$ cat config.mk
export PLATFORM = sky130hd
export DESIGN_NAME = serial_add_ctrl
export DESIGN_NICKNAME = d
export VERILOG_FILES = /design/src/rtl/serial_add_ctrl.sv
export SDC_FILE = /design/constraint.sdc
export NUM_CORES = 1
export LEC_CHECK = 0
export CELL_PAD_IN_SITES_DETAIL_PLACEMENT = 1
export CELL_PAD_IN_SITES_GLOBAL_PLACEMENT = 1
export CORE_MARGIN = 10
export CORE_UTILIZATION = 45
export DETAILED_ROUTE_END_ITERATION = 10
export PLACE_DENSITY_LB_ADDON = 0.25
export SYNTH_ARGS = -nofsm -noshare
export SYNTH_HDL_FRONTEND = slang
export SYNTH_SLANG_ARGS = --single-unit
$ cat constraint.sdc
create_clock -name clk -period 3.4 [get_ports clk]
set_input_delay 0.85 -clock clk [delete_from_list [all_inputs] [get_ports clk]]
set_output_delay 0.85 -clock clk [all_outputs]
set_load 0.005 [all_outputs]
$ cat src/rtl/serial_add_ctrl.sv
// Bit-serial adder sequencer: debounced keys, bit-reversed operand capture,
// LSB-first drive of an external full adder and WIDTH+1-bit result assembly.

module key_debounce #(
    parameter int DEB_CYCLES = 20
) (
    input  logic clk,
    input  logic rst,
    input  logic key,
    output logic press
);

    localparam int DW = $clog2(DEB_CYCLES + 1);
    localparam logic [DW-1:0] DEB_MAX = DW'(DEB_CYCLES);
    localparam logic [DW-1:0] DEB_PRE = DW'(DEB_CYCLES - 1);

    logic [DW-1:0] cnt;

    // Counter saturates at DEB_MAX, so a held key pulses only once.
    always_ff @(posedge clk) begin
        if (rst) begin
            cnt   <= '0;
            press <= 1'b0;
        end else begin
            press <= !key && (cnt == DEB_PRE);
            if (key) begin
                cnt <= '0;
            end else if (cnt != DEB_MAX) begin
                cnt <= cnt + DW'(1);
            end
        end
    end

endmodule

module serial_add_ctrl #(
    parameter int WIDTH      = 4,
    parameter int DEB_CYCLES = 20
) (
    input  logic             clk,
    input  logic             rst,
    input  logic [3:0]       key,
    input  logic [WIDTH-1:0] sw,
    output logic             fa_a,
    output logic             fa_b,
    output logic             fa_cin,
    input  logic             fa_s,
    input  logic             fa_cout,
    output logic [WIDTH-1:0] op_a,
    output logic [WIDTH-1:0] op_b,
    output logic [WIDTH:0]   result,
    output logic             result_valid,
    output logic             busy,
    output logic [1:0]       state_led
);

    localparam int CW = $clog2(WIDTH + 1);
    localparam logic [CW-1:0] LAST = CW'(WIDTH - 1);

    typedef enum logic [1:0] {
        IDLE,
        ADD,
        DONE
    } state_t;

    state_t state;
    state_t state_next;

    logic [3:0]       press;
    logic             do_clr;
    logic             do_start;
    logic             do_ld_a;
    logic             do_ld_b;
    logic             in_add;

    logic [WIDTH-1:0] a_sh;
    logic [WIDTH-1:0] b_sh;
    logic [WIDTH-1:1] sum_sh;
    logic [WIDTH-1:0] sum_ext;
    logic             carry;
    logic [CW-1:0]    bit_cnt;
    logic             a_loaded;
    logic             b_loaded;
    logic [WIDTH-1:0] sw_rev;

    for (genvar i = 0; i < 4; i++) begin : g_deb
        key_debounce #(
            .DEB_CYCLES(DEB_CYCLES)
        ) u_deb (
            .clk  (clk),
            .rst  (rst),
            .key  (key[i]),
            .press(press[i])
        );
    end

    // sw[0] is the operand MSB on the board.
    always_comb begin
        sw_rev = '0;
        for (int i = 0; i < WIDTH; i++) begin
            sw_rev[i] = sw[WIDTH-1-i];
        end
    end

    assign in_add = (state == ADD);

    always_comb begin
        do_clr   = press[3];
        do_start = 1'b0;
        do_ld_a  = 1'b0;
        do_ld_b  = 1'b0;
        if (!in_add && !press[3]) begin
            if (press[2]) begin
                do_start = 1'b1;
            end else if (press[0]) begin
                do_ld_a = 1'b1;
            end else if (press[1]) begin
                do_ld_b = 1'b1;
            end
        end
    end

    always_ff @(posedge clk) begin
        if (rst) begin
            state <= IDLE;
        end else begin
            state <= state_next;
        end
    end

    always_comb begin
        state_next = state;
        unique case (state)
            IDLE, DONE: begin
                if (do_start) begin
                    state_next = ADD;
                end else if (do_ld_a || do_ld_b) begin
                    state_next = IDLE;
                end
            end
            ADD: begin
                if (bit_cnt == LAST) begin
                    state_next = DONE;
                end
            end
            default: state_next = IDLE;
        endcase
        if (do_clr) begin
            state_next = IDLE;
        end
    end

    // Sum bits enter from the top; the final one lands directly in result.
    assign sum_ext = {fa_s, sum_sh};

    always_ff @(posedge clk) begin
        if (rst || do_clr) begin
            op_a     <= '0;
            op_b     <= '0;
            a_loaded <= 1'b0;
            b_loaded <= 1'b0;
            a_sh     <= '0;
            b_sh     <= '0;
            sum_sh   <= '0;
            carry    <= 1'b0;
            bit_cnt  <= '0;
            result   <= '0;
        end else begin
            if (do_ld_a) begin
                op_a     <= sw_rev;
                a_loaded <= 1'b1;
            end
            if (do_ld_b) begin
                op_b     <= sw_rev;
                b_loaded <= 1'b1;
            end
            if (do_start) begin
                a_sh    <= op_a;
                b_sh    <= op_b;
                sum_sh  <= '0;
                carry   <= 1'b0;
                bit_cnt <= '0;
            end
            if (in_add) begin
                a_sh    <= {1'b0, a_sh[WIDTH-1:1]};
                b_sh    <= {1'b0, b_sh[WIDTH-1:1]};
                sum_sh  <= sum_ext[WIDTH-1:1];
                carry   <= fa_cout;
                bit_cnt <= bit_cnt + CW'(1);
                if (bit_cnt == LAST) begin
                    result <= {fa_cout, sum_ext};
                end
            end
        end
    end

    assign fa_a         = in_add & a_sh[0];
    assign fa_b         = in_add & b_sh[0];
    assign fa_cin       = in_add & carry;
    assign busy         = in_add;
    assign result_valid = (state == DONE);
    assign state_led    = {b_loaded, a_loaded};

endmodule

# After elaboration in Yosys (flattened, before gate mapping)

Cells that the tools add are included.
Widths: inputs -> output; s select.

Input port bits: 12
Latch bits: 0
Memory bits (read-only): 0
Memories: 0
Flip-flop bits (word level): 56
Memory bits (writable): 0
Word-level logic and storage cells: 88

Reductions and logical operators: 24
Div/mod/pow operators: 0
Order comparisons: 0
Bitwise operators: 3
$mul: 0
Add/sub/neg operators: 5
Shift operators: 0
Multiplexer cells: 22
Equality and inequality tests: 13

Operators by type and width:

| kind                | count |
|---|---|
| $mux 3              | 7 |
| $add 5x1->5 const B | 4 |
| $eq 5x5->1 const B  | 4 |
| $ne 5x5->1 const B  | 4 |
| $reduce_or 2->1     | 7 |
| $mux 1              | 11 |
| $logic_not 1->1     | 6 |
| $mux 2              | 3 |
| $logic_and 1x1->1   | 5 |
| $pmux 2 s2          | 1 |
| $reduce_and 2->1    | 2 |
| $add 3x1->3 const B | 1 |
| $and 1x1->1         | 3 |
| $eq 3x2->1 const B  | 1 |
| $ne 3x3->1 const B  | 1 |
| $eq 2x1->1 const B  | 1 |
| $eq 2x2->1 const B  | 1 |
| $logic_not 2->1     | 1 |
| $logic_or 1x1->1    | 2 |
| $ne 2x1->1 const B  | 1 |
| $reduce_bool 2->1   | 1 |

# Logic depth before layout (Yosys ltp)

Gate-level depths: netlist (run 1).

Word-level depth: 8
Gate-level depth with buffers: 7
Gate-level depth less buffers: 5

# Hierarchy

From an unflattened synthesis (run 1), not the netlist that was laid out.

Cell total of the unflattened synthesis: 262
Area total of the unflattened synthesis: 2436.1 um2

Modules (own cells, without submodules):

| module          | area each (um2) | cells an instance | seq. area each (um2) | instances |
|---|---|---|---|---|
| serial_add_ctrl | 1350.0          | 154               | 640.6                | 1 |
| key_debounce    | 271.5           | 27                | 120.1                | 4 |

# Worst setup path after synthesis (run 1)

No wires, ideal clock.

Path type: register to output
Start: register state[1]
End: output fa_a
Path buffers: 3
Arrival: 0.986 ns
Stages on the path, launching flop included: 7
Setup slack: 1.564 ns
Cell sequence: dfxtp_1 nand2b_1 buf_6 inv_6 buf_12 buf_12 and2_1

Longest elaborated chain between the ends: 2

RTL lines:

| what                   | line | source |
|---|---|---|
| from (decl)            | 66   | `state_t state;` |
| from (signal assigned) | 127  | `state <= state_next;` |
| $eq 2x1->1             | 105  | `assign in_add = (state == ADD);` |
| named net busy         | 53   | `output logic busy,` |
| $and 1x1->1            | 197  | `assign fa_a = in_add & a_sh[0];` |
| to (decl)              | 44   | `output logic fa_a,` |

The timed path passes the listed nets, and every way through them passes these cells.

# Worst setup path after layout (run 1)

Start: register state[0]
End: output fa_cin

Longest elaborated chain between the ends: 2

RTL lines:

| what        | line | source |
|---|---|---|
| $eq 2x1->1  | 105  |  |
| $and 1x1->1 | 199  | `assign fa_cin = in_add & carry;` |
| to (decl)   | 46   | `output logic fa_cin,` |

No other way between the ends.

==> flow_summary_export.csv, run 1 <==
group,metric,value,unit
grt,grtUsageTotal,11.9,%
setup_path,cp-start-kind,"flop",
final_layout,layout.nets,308,
floorplan,dieArea,8950,um^2
clocking,clockBufferDepth,2,
routing,first_iter_violations,53,
yosys,synth_top_area_share,44.8,%
run_status,status,"completed",
power_and_ir_drop,p_leak,0.00104,uW
grt,antenna_found_initial,0,
final_layout,final_cells,359,
grt,grt_max_degree,31,
floorplan,die_x,94.6,um
routing,dr.pass1.iters,4,
routing,vias,1850,
yosys,synth_area_per_cell,9.49,um^2
routing,wire_per_inst,14.1,um
power_and_ir_drop,ir_drop,0.256,mV
yosys,synth_area,2500,um^2
yosys,synth_cells,264,
clocking,cts_inserted_buffers,5,
sta,period_share,76.1,%
clocking,postCtsSetupRepairBufs,0,
sta,hold_viol,0,
yosys,ys_seq_area_share,44.8,%
routing,antenna_left,0,
clocking,clk_pin_slew,0.10,ns
final_layout,areaGrowthSynthToFinish,14.6,%
clocking,cts_resized,0,
floorplan,coreArea,5440,um^2
yosys,synth_nets,286,
yosys,synthTopCellsByArea,"dfxtp_1 (45%), mux2i_1 (5.6%), ha_1 (5.0%), nand2_1 (4.8%), nand3_1 (4.0%)",
setup_path,worst_ep_arrival_time,1.74,ns
sta,finalSetupViolCount,0,
setup_path,crit_fanout,30,
placed_design,portBuffers,31,
floorplan,die_y,94.6,um
placed_design,hpwlAfterDp,3.74,mm
grt,grt_pass1_vias,1875,
sta,min_period,2.59,ns
sta,finalSetupTns,0,ns
yosys,synth.largest_area_cell,"dfxtp_1",
routing,wl,5.07,mm
floorplan,num_rows,27,
placed_design,post-place-cells,351,
yosys,ys_warn_count,0,
placed_design,routabilityCongestion,0.737,
clocking,cts_root_buf,"clkbuf_8",
grt,grt_pass1_wl,8.67,mm
clocking,clk_latency,0.31,ns
sta,fmax,387,MHz
sta,drv_slew,0,
final_layout,antenna_cells,0,
final_layout,final_common_cell,"dfxtp_1",
sta,worstMarginPinSlew,0.766,ns
floorplan,start_util,46.1,%
final_layout,drive_gt1_share,9.76,%
hold_path,min_path_type,"flop to flop",
final_layout,final_cell_mix,"dfxtp_1 (56), nand2_1 (32), clkdlybuf4s50_1 (31)",
clocking,cts.htree.levels,2,
sta,grt_setup_unrepaired,"no",
grt,grt_remaining_overflow,0,
yosys,synth_cell_type_count,38,
setup_path,crit_type,"flop to output port",
setup_path,worstPathRequired,2.55,ns
final_layout,fillers,650,
power_and_ir_drop,power.density,378,nW/um^2
routing,drc_errors,0,
clocking,cts_tree,"done",
yosys,ys_ff_latch,56,
sta,fin_skew,0.00761,ns
run,drv_cap,0,
sta,slew_headroom,48.9,%
clocking,cts_hold_buf,0,
clocking,cts.sinks,56,
setup_path,end_kind,"output port",
routing,viasPerCell,5.15,
floorplan,io_pins,32,
[final timing paths]
kind	start	to	slack, ns	cells after the start
worst max-delay path	state[0]	fa_cin	0.81	4
worst min-delay path	result[0]	result[0]	0.46	2
worst max register to register	bit_cnt[0]	result[4]	1.94	5
worst min register to register	result[0]	result[0]	0.46	2
[power breakdown]
part	internal, uW	total (uW)	leakage, uW	switching, uW
clock network	163	376	0.0000510	212
logic	22.1	44.6	0.000534	22.5
registers	660	665	0.000452	5.27
[flip-flops by register name, summed over array words and instances (netlist names)]
| name | cells |
|---|---|
| result | 5 |
| b_loaded | 1 |
| g_deb.u_deb.cnt | 20 |
| a_sh | 4 |
| state | 2 |
| a_loaded | 1 |
| g_deb.u_deb.press | 4 |
| b_sh | 4 |
| carry | 1 |
| op_b | 4 |
| op_a | 4 |
| bit_cnt | 3 |
| sum_sh | 3 |
[Yosys cell counts]
library cell and number:
nand2_2 4, nand4bb_1 3, nor3_2 2, nor4b_2 1, nor2_2 1, a2bb2oi_1 1
xnor2_1 7, inv_6 1, or2_1 2, and2_1 3, mux2i_1 14, xor2_1 8
nand3_1 20, o31ai_1 5, nor3b_1 4, clkbuf_1 4, nand4b_1 4, and2b_1 2
and3_4 1, a31oi_1 6, ha_1 10, nand3b_1 1, nand4b_2 1, inv_1 11
nor3_1 2, a311oi_2 1, buf_12 2, dfxtp_1 56, buf_6 2, a21oi_1 13
nor2_1 17, a21oi_2 4, buf_4 5, o21a_1 1, nand2_1 32, nand2b_1 6
buf_2 4, or2_2 3
[worst max-delay path, cell delays in order (launching register included)]
cell and delay [ns]:
dfxtp_1 0.39, nand2b_1 0.15, inv_6 0.23, and2_1 0.16, clkdlybuf4s50_1 0.50
[layer usage]
layer / wire length [um] / part of all wire, % / GRT usage [%] / vias up
li1: - / - / - / 928
met5: 0 / 0 / 0 / -
met3: 135 / 2.7 / 3.01 / 5
met4: 59 / 1.2 / 3.74 / 0
met2: 2660 / 53 / 21.7 / 14
met1: 2210 / 44 / 13.2 / 903
[through the flow]
stage          hold slack, ns  worst slack (ns)  util (%)  total power, uW  area (um^2)
3_3_place_gp            0.447              1.06      51.1              725         2780
5_1_grt                 0.493             0.689      52.8             1130         2870
4_1_cts                 0.469             0.783      52.8             1100         2870
6_report                0.464             0.813      52.8             1090         2870
2_1_floorplan           0.426              1.56         -              707         2500
3_5_place_dp            0.454              1.03      51.1              726         2780
[kinds of logic (layout without fill, tap and decap cells)]
| logic type | after synthesis | count (layout) | share of synthesized area, % |
|---|---|---|---|
| flip-flops | 56 | 56 | 44.8 |
| AND/OR/NAND/NOR | 109 | 109 | 23.8 |
| adder cells (fa/ha/maj) | 10 | 10 | 5.00 |
| multiplexers | 14 | 14 | 5.59 |
| AO/OA/AOI/OAI | 31 | 31 | 8.24 |
| buffers and inverters | 29 | 52 | 7.39 |
| XOR/XNOR | 15 | 15 | 5.24 |
[layout make-up]
class / count / area (um^2) / area share, %
Sequential cell: 56 / 1120 / 39.1
Inverter: 12 / 50.0 / 1.74
Tap cell: 72 / 90.1 / 3.14
Clock inverter: 2 / 10.0 / 0.349
Clock buffer: 6 / 82.6 / 2.88
Timing Repair Buffer: 32 / 318 / 11.1
Multi-Input combinational cell: 179 / 1200 / 41.8
Power figures use the tool's default switching activity.
==> run 2: changes to the inputs <==
--- a/config.mk
+++ b/config.mk
@@ -8,7 +8,7 @@
 export CELL_PAD_IN_SITES_DETAIL_PLACEMENT = 1
 export CELL_PAD_IN_SITES_GLOBAL_PLACEMENT = 1
 export CORE_MARGIN = 10
-export CORE_UTILIZATION = 45
+export CORE_UTILIZATION = 38
 export DETAILED_ROUTE_END_ITERATION = 10
 export PLACE_DENSITY_LB_ADDON = 0.25
 export SYNTH_ARGS = -nofsm -noshare
==> constraint.sdc (replaced) <==
create_clock -name clk -period 2.1 [get_ports clk]
set_input_delay 0.525 -clock clk [delete_from_list [all_inputs] [get_ports clk]]
set_output_delay 0.525 -clock clk [all_outputs]
set_load 0.005 [all_outputs]
==> run 2 against run 1 <==
  * Clock skew increased by 0.0029 ns
  * Register-to-register slack got worse by 1.3 ns
  * Via count increased by 2.3%
  * Critical path type unchanged
  * Largest cell class unchanged
  * Largest power group unchanged
==> flow_summary_export.csv, run 2 (same netlist as run 1, synthesis figures left out) <==
group,metric,value,unit
setup_path,cp-start-kind,"flop",
final_layout,antenna_cells,0,
final_layout,final_common_cell,"dfxtp_1",
setup_path,r2r_cells,5,
final_layout,areaGrowthSynthToFinish,16.1,%
routing,dr.pass1.iters,3,
setup_path,r2r_end,"result[3]",
clocking,cts_root_buf,"clkbuf_8",
routing,antenna_left,0,
sta,grt_setup_unrepaired,"no",
setup_path,critPathMaxStageDelay,0.49,ns
setup_path,crit_fanout,7,
sta,final.setup.worst_slack,0.104,ns
floorplan,die_x,101,um
routing,wl,5.37,mm
grt,grt_pass1_wl,9.12,mm
grt,grt.busiest_layer,"met2",
final_layout,regMostFlops,"g_deb.u_deb.cnt",
placed_design,portBuffers,31,
sta,hold_viol,0,
floorplan,start_util,39.2,%
grt,grt_use_met2,19.6,%
setup_path,crit_type,"flop to output port",
setup_path,crit_chain,"nand2b_4 -> inv_6 -> and2_1 -> clkdlybuf4s50_1",
placed_design,place_ws,0.269,ns
power_and_ir_drop,power,1740,uW
floorplan,io_pins,32,
grt,grt_remaining_overflow,0,
hold_path,hold_start,"result[1]",
floorplan,coreArea,6390,um^2
routing,drc_errors,0,
setup_path,r2r_slack,0.67,ns
final_layout,fin_area,2910,um^2
sta,min_period,2.00,ns
final_layout,fillers,740,
hold_path,whs_endpoint,"result[1]",
setup_path,rr_startpoint,"bit_cnt[0]",
sta,slew_headroom,76.4,%
clocking,cts_inserted_buffers,5,
sta,fmax,501,MHz
clocking,cts.htree.levels,2,
final_layout,final_cells,368,
sta,worstMarginPinSlew,0.353,ns
clocking,cts.sinks,56,
routing,viasPerCell,5.14,
setup_path,end_kind,"output port",
final_layout,seqCellArea,1120,um^2
hold_path,min_path_type,"flop to flop",
final_layout,largest_reg_flops,20,
grt,met1_usage,12.3,%
final_layout,drive_gt1_share,11.0,%
run_status,status,"completed",
placed_design,hpwlAfterDp,3.88,mm
power_and_ir_drop,p_leak,0.00105,uW
setup_path,worstPathRequired,1.57,ns
floorplan,dieArea,10200,um^2
clocking,clockBufferDepth,2,
placed_design,post-place-cells,359,
final_layout,multi_input_comb_area,1210,um^2
routing,vias,1892,
sta,drv_slew,0,
sta,finalSetupViolCount,0,
run,drv_cap,0,
grt,grt_max_degree,19,
setup_path,slowest_stage,"clkdlybuf4s50_1",
clocking,clk_latency,0.31,ns
grt,grt_pass1_vias,1967,
clocking,clk_pin_slew,0.09,ns
final_layout,final_cell_mix,"dfxtp_1 (55), nand2_1 (32), clkdlybuf4s50_1 (31)",
final_layout,reg_top3,"g_deb.u_deb.cnt (20), result (5)",
routing,wire_per_inst,14.6,um
power_and_ir_drop,ir_drop,0.327,mV
floorplan,die_y,101,um
hold_path,holdPathStages,2,
setup_path,worst_ep_arrival_time,1.47,ns
sta,fin_skew,0.0105,ns
sta,period_share,95.1,%
routing,first_iter_violations,29,
grt,grtUsageTotal,10.8,%
placed_design,routabilityCongestion,0.715,
clocking,cts_tree,"done",
grt,grt_util_met3,2.45,%
grt,antenna_found_initial,0,
floorplan,num_rows,29,
placed_design,placed_area,2810,um^2
sta,finalSetupTns,0,ns
power_and_ir_drop,power.density,597,nW/um^2
final_layout,layout.nets,312,
-- run 2: changes by cell type in the layout (fill, tap and decap cells not counted) --
cell,delta
clkbuf_1,+2
clkinv_4,+1
buf_4,+4
clkinv_2,-2
nand2b_4,+1
clkbuf_8,-1
nand2b_1,-1
dfxtp_2,+1
dfxtp_1,-1
-- run 2: worst max-delay path: cells and delay by family (launching register included) --
| family | cells | cell delay, ns |
|---|---|---|
| buffers and inverters | 2 | 0.56 |
| DFF | 1 | 0.33 |
| and+or+nand+nor | 2 | 0.28 |
-- run 2: worst max path at each step --
stage / slack [ns] / endpoint / startpoint / cells after the start
after floorplan: 0.59 / fa_a / state[1] / 6
after global placement: 0.29 / fa_cin / state[1] / 4
after detailed placement: 0.27 / fa_cin / state[1] / 4
after CTS: 0.05 / fa_cin / state[0] / 4
after global routing: 0.01 / fa_b / state[1] / 4
final: 0.10 / fa_cin / state[1] / 4
-- run 2: power by group --
part | total, uW | switching (uW) | internal (uW)
combinational | 76.9 | 38.7 | 38.2
clock | 581 | 342 | 239
sequential | 1080 | 8.97 | 1070
total | 1740 | 389 | 1350
-- run 2: routing by layer --
| metal | up-vias | share of wire, % |
|---|---|---|
| li1 | 940 | - |
| met1 | 928 | 44 |
| met2 | 18 | 51 |
| met3 | 6 | 3.3 |
| met4 | 0 | 1.2 |
| met5 | - | 0 |
-- run 2: final cells by class --
cell class | instances | share of cell area [%]
Tap cell | 77 | 3.31
Inverter | 12 | 1.72
Clock buffer | 7 | 2.62
Timing Repair Buffer | 36 | 12.0
Multi-Input combinational cell | 179 | 41.5
Sequential cell | 56 | 38.6
Clock inverter | 1 | 0.301
-- run 2: what timing repair did --
item,in CTS,in global routing
hold buffers,0,0
resized for setup,1,1
endpoints found under the setup margin,3,3
buffers inserted,1,0
-- run 2: per-stage QoR --
step	util, %	hold slack [ns]
floorplan	-	0.426
global placement	43.9	0.449
CTS	45.5	0.468
global route	45.5	0.500
finish	45.5	0.463
detailed placement	43.9	0.454
